**src/rtl/pipe_pkg.sv**
```systemverilog
// Shared types and MEM/WB payload layout for the pipeline stage registers.
package pipe_pkg;

  typedef enum logic [1:0] {
    OCC_EMPTY = 2'd0,
    OCC_ONE   = 2'd1,
    OCC_FULL  = 2'd2
  } occ_t;

  localparam int MEMWB_W            = 39;
  localparam int MEMWB_HALT_IDX     = 38;
  localparam int MEMWB_REGWRITE_IDX = 37;
  localparam int MEMWB_DSTREG_LSB   = 33;
  localparam int MEMWB_ALUVAL_LSB   = 17;
  localparam int MEMWB_READDATA_LSB = 1;
  localparam int MEMWB_MEMTOREG_IDX = 0;

  function automatic logic [MEMWB_W-1:0] packMemWb(
    input logic        halt,
    input logic        regWrite,
    input logic [3:0]  dstReg,
    input logic [15:0] aluVal,
    input logic [15:0] readData,
    input logic        memtoReg
  );
    return {halt, regWrite, dstReg, aluVal, readData, memtoReg};
  endfunction

endpackage

```
**src/rtl/pipe_data_reg.sv**
```systemverilog
// Payload register with load enable and asynchronous active-low clear.
module pipe_data_reg #(
  parameter int DATA_W = 39
) (
  input  logic              clk,
  input  logic              rst_n,
  input  logic              en,
  input  logic [DATA_W-1:0] d,
  output logic [DATA_W-1:0] q
);

  always_ff @(posedge clk or negedge rst_n) begin
    if (!rst_n) begin
      q <= '0;
    end else if (en) begin
      q <= d;
    end
  end

endmodule

```
**src/rtl/pipe_skid_stage.sv**
```systemverilog
// Valid/ready pipeline stage with flush and sticky halt detection.
// Define PIPE_SKID_EN for the 2-entry skid buffer with state-only in_ready.
module pipe_skid_stage
  import pipe_pkg::*;
#(
  parameter int DATA_W   = MEMWB_W,
  parameter int HALT_IDX = MEMWB_HALT_IDX
) (
  input  logic              clk,
  input  logic              rst_n,
  input  logic              in_valid,
  output logic              in_ready,
  input  logic [DATA_W-1:0] in_data,
  output logic              out_valid,
  input  logic              out_ready,
  output logic [DATA_W-1:0] out_data,
  input  logic              flush,
  output logic              halted
);

  occ_t              state;
  occ_t              stateNext;
  logic              accept;
  logic              drain;
  logic              headEn;
  logic [DATA_W-1:0] headD;
  logic [DATA_W-1:0] headData_p0;
`ifdef PIPE_SKID_EN
  logic              skidEn;
  logic              headFromSkid;
  logic [DATA_W-1:0] skidData_p0;
`endif

  assign out_valid = (state != OCC_EMPTY);
  assign out_data  = headData_p0;
  assign accept    = in_valid & in_ready;
  assign drain     = out_valid & out_ready;

`ifdef PIPE_SKID_EN
  assign in_ready = ~halted & (state != OCC_FULL);
  assign headD    = headFromSkid ? skidData_p0 : in_data;
`else
  assign in_ready = ~halted & (~out_valid | out_ready);
  assign headD    = in_data;
`endif

  always_ff @(posedge clk or negedge rst_n) begin
    if (!rst_n) begin
      state <= OCC_EMPTY;
    end else begin
      state <= stateNext;
    end
  end

  // Flush wins over everything; held data is simply abandoned, not cleared.
  always_comb begin
    stateNext = state;
    headEn    = 1'b0;
`ifdef PIPE_SKID_EN
    skidEn       = 1'b0;
    headFromSkid = 1'b0;
`endif
    if (flush) begin
      stateNext = OCC_EMPTY;
    end else begin
      case (state)
        OCC_EMPTY: begin
          if (accept) begin
            stateNext = OCC_ONE;
            headEn    = 1'b1;
          end
        end
        OCC_ONE: begin
          if (accept && drain) begin
            headEn = 1'b1;
          end else if (drain) begin
            stateNext = OCC_EMPTY;
`ifdef PIPE_SKID_EN
          end else if (accept) begin
            stateNext = OCC_FULL;
            skidEn    = 1'b1;
`endif
          end
        end
        OCC_FULL: begin
`ifdef PIPE_SKID_EN
          if (drain) begin
            stateNext    = OCC_ONE;
            headEn       = 1'b1;
            headFromSkid = 1'b1;
          end
`else
          stateNext = OCC_EMPTY;
`endif
        end
        default: stateNext = OCC_EMPTY;
      endcase
    end
  end

  pipe_data_reg #(.DATA_W(DATA_W)) uHead (
    .clk   (clk),
    .rst_n (rst_n),
    .en    (headEn),
    .d     (headD),
    .q     (headData_p0)
  );

`ifdef PIPE_SKID_EN
  pipe_data_reg #(.DATA_W(DATA_W)) uSkid (
    .clk   (clk),
    .rst_n (rst_n),
    .en    (skidEn),
    .d     (in_data),
    .q     (skidData_p0)
  );
`endif

  // A halt beat that leaves the stage latches halted even on a flush cycle.
  always_ff @(posedge clk or negedge rst_n) begin
    if (!rst_n) begin
      halted <= 1'b0;
    end else if (drain && out_data[HALT_IDX]) begin
      halted <= 1'b1;
    end
  end

endmodule

```
**config.mk**
```make
export PLATFORM = sky130hd
export DESIGN_NAME = pipe_skid_stage
export DESIGN_NICKNAME = d
export VERILOG_FILES = /design/src/rtl/pipe_pkg.sv /design/src/rtl/pipe_data_reg.sv /design/src/rtl/pipe_skid_stage.sv
export SDC_FILE = /design/constraint.sdc
export NUM_CORES = 1
export LEC_CHECK = 0
export BUFFER_PORTS_ARGS = -buffer_cell sky130_fd_sc_hd__buf_2
export CAP_MARGIN = 40
export CORE_AREA = 2 2 67 69
export CTS_CLUSTER_DIAMETER = 80
export DETAILED_ROUTE_END_ITERATION = 12
export DIE_AREA = 0 0 69 71
export PLACE_DENSITY_LB_ADDON = 0.08
export SKIP_CTS_REPAIR_TIMING = 1
export SYNTH_ARGS = -nofsm -noshare
export SYNTH_HDL_FRONTEND = slang
export SYNTH_SLANG_ARGS = --single-unit
```
**constraint.sdc**
```tcl
create_clock -name clk -period 1.48 [get_ports clk]
set_clock_uncertainty 0.05 [all_clocks]
set_input_delay 0.148 -clock clk [delete_from_list [all_inputs] [get_ports clk]]
set_output_delay 0.148 -clock clk [all_outputs]
set_load 0.1 [all_outputs]
```
==> summary.txt <==
Global routing
  – First-pass GRT wire length: 5520 um
  – Total grt overflow: 0
  – Gr usage total: 0.141
  – Vias in the first global route: 1202
  – Antenna violations before repair: 0
  – Largest net degree at the start of global routing: 25

Layout
  – Area grow syn2layout: 46.9%
  – Layout cell share with drive strength beyond 1: 0.780
  – Antenna diodes: 0
  – Final net count: 234

Job
  – Max Cap Violations: 0

Outcome
  – Status: finished, violations left
  – Failing checks: negative setup slack

Timing
  – Period minus WS final: 1.70 ns
  – Max-slew violation count: 0
  – Worst rel slew slack: 0.673
  – Fin worst setup slack: -0.217 ns
  – Unrepaired setup endpoints after global routing: yes
  – Final setup viols: 40
  – Final hold vios: 0
  – Slew @ Worst Pin: 0.493 ns
  – Max Clk Rate: 0.589 GHz
  – Setup TNS Final: -7.19 ns
  – Final worst path period share: 1.15

Min path
  – Min-Delay Path Depth: 2
  – Min-delay src: in_data[34]
  – Hold crit path type: input pin to flip-flop
  – Hold Path End: uHead.q[34]

Logic synthesis
  – Syn Nets: 134
  – Post-Syn Area: 0.00161 mm2
  – Ys Warns: 0
  – Sequential fraction of the synthesis area: 0.639
  – Unique cell type count in the Yosys netlist: 10
  – Cell count after synthesis: 90
  – Syn_area_per_cell: 17.9 um2
  – #FFs+latches synth: 41

Placement
  – IO buf count: 85
  – HPWL Detailed: 2420 um
  – RePlAce Congestion: 0.776

Setup path
  – Critical Path Max Stage Delay: 0.47 ns
  – Crit end category: flip-flop
  – Setup Crit Path Kind: flip-flop to flip-flop
  – Reg2Reg Depth: 5
  – Worst r2r src: state[0]
  – Startpoint types: flip-flop
  – FF-to-FF End: uHead.q[4]
  – CP arrival: 1.82 ns
  – Crit-path max FO: 10
  – CP max-delay cell: dfrtp_4
  – Cell Chain, Critical Path: nor2b_4 > nor4b_4 > buf_4 > buf_12 > mux2_2
  – R2R Setup Slk: -0.22 ns
  – CP required: 1.60 ns

Floorplanning
  – Core area: 0.00420 mm2
  – Die area: 0.00490 mm2
  – Die Y: 71 um
  – Rows: 24
  – Initial Util: 0.382
  – Die X: 69 um
  – IO Pins: 86

Drt
  – Met1 Wirelength: 1400 um
  – Final wirelength: 3350 um
  – Drt pass-1 iters: 2
  – Met3 wire len: 332 um
  – Routed Antenna Nets: 0
  – Average routed wire per standard cell: 13.8 um
  – WL met2: 1610 um
  – Post-DR vias/cell: 4.57
  – Initial DRC count: 35
  – Top routing layer in use: met4
  – Drt drc: 0
  – DR vias: 1110

Clock tree
  – Clock root cell: clkbuf_8
  – Clock transition at the registers of the reported paths: 0.07 ns
  – Clock sink count: 41
  – Skew-Pair Late Insertion Delay: 0.28 ns
  – CTS Buf Count: 5
  – Clock Tree Buf Depth: 2
  – Max H-tree Level: 2
  – CTS tree: done
-- state kept, by name, indices dropped and copies added, names as in the netlist --
| register | count |
|---|---|
| uHead.q | 39 |
| state | 1 |
| halted | 1 |
-- layer usage --
metal  vias up  track usage
met5         -            0
met4         0       0.0392
met3         2       0.0741
met2        55        0.232
met1       538        0.163
li1        515            -
-- per-stage QoR --
stage	hold WS, ns	instance area (um2)	worst slack (ns)	util	instances
global placement	0.0510	2130	-0.184	0.507	229
global route	0.0247	2360	-0.263	0.561	243
CTS	-0.253	2250	-0.242	0.535	237
detailed placement	0.0593	2130	-0.234	0.507	229
finish	0.0393	2360	-0.217	0.561	243
floorplan	-0.198	1610	-0.347	-	90
-- cells in the mapped netlist (all sizes together) --
| cell | instances | area, um2 |
|---|---|---|
| nor2b | 1 | 13.8 |
| mux2 | 39 | 473 |
| nor4b | 1 | 23.8 |
| a31o | 1 | 8.76 |
| dfrtp | 41 | 1030 |
| buf | 4 | 45.0 |
| nor2 | 1 | 3.75 |
| a21o | 1 | 8.76 |
| inv | 1 | 3.75 |
-- kinds of logic after synthesis --
kind of cell           Yosys count  synth area share
buffers and inverters            5            0.0304
AND/OR/NAND/NOR                  3            0.0257
flip-flops                      41             0.639
multiplexers                    39             0.294
AO/OA/AOI/OAI                    2            0.0109
-- area by class of cell --
class	instances	area [um2]
inverter	1	3.75
sequential	41	1030
clock inverter	1	30.0
clock buffer	7	86.3
tap	52	65.1
timing repair buffer	97	593
multi-input combinational	44	551
fill	363	1840
-- how the worst max path moves through the flow --
| stage | slack, ns | end | start |
|---|---|---|---|
| finish | -0.22 | uHead.q[4] | state[0] |
| global route | -0.26 | uHead.q[37] | state[0] |
| CTS | -0.24 | uHead.q[6] | state[0] |
| detailed placement | -0.23 | uHead.q[0] | state[0] |
| global placement | -0.18 | uHead.q[38] | state[0] |
| floorplan | -0.35 | uHead.q[13] | state[0] |
-- placed cells by master (no fill, tap or decap) --
master          n
buf_2          83
dfrtp_1        39
mux2_2         27
mux2_4         12
clkbuf_8        6
buf_6           4
buf_4           4
buf_12          3
nor2b_4         1
nor2_4          1
nor4b_4         1
a31o_2          1
inv_1           1
a21o_2          1
bufinv_16       1
clkbuf_1        1
clkbuf_16       1
dfrtp_2         1
dlygate4sd3_1   1
clkbuf_4        1
dfrtp_4         1
-- critical path: cells and delay by family (launching register included) --
family                 cells  cell delay, ns
multiplexers               1            0.33
flip-flops                 1            0.47
AND/OR/NAND/NOR            2            0.39
buffers and inverters      2            0.34
Power is not shown: default switching activity piles up to over one toggle a cycle in this logic, so the estimate is an artifact.
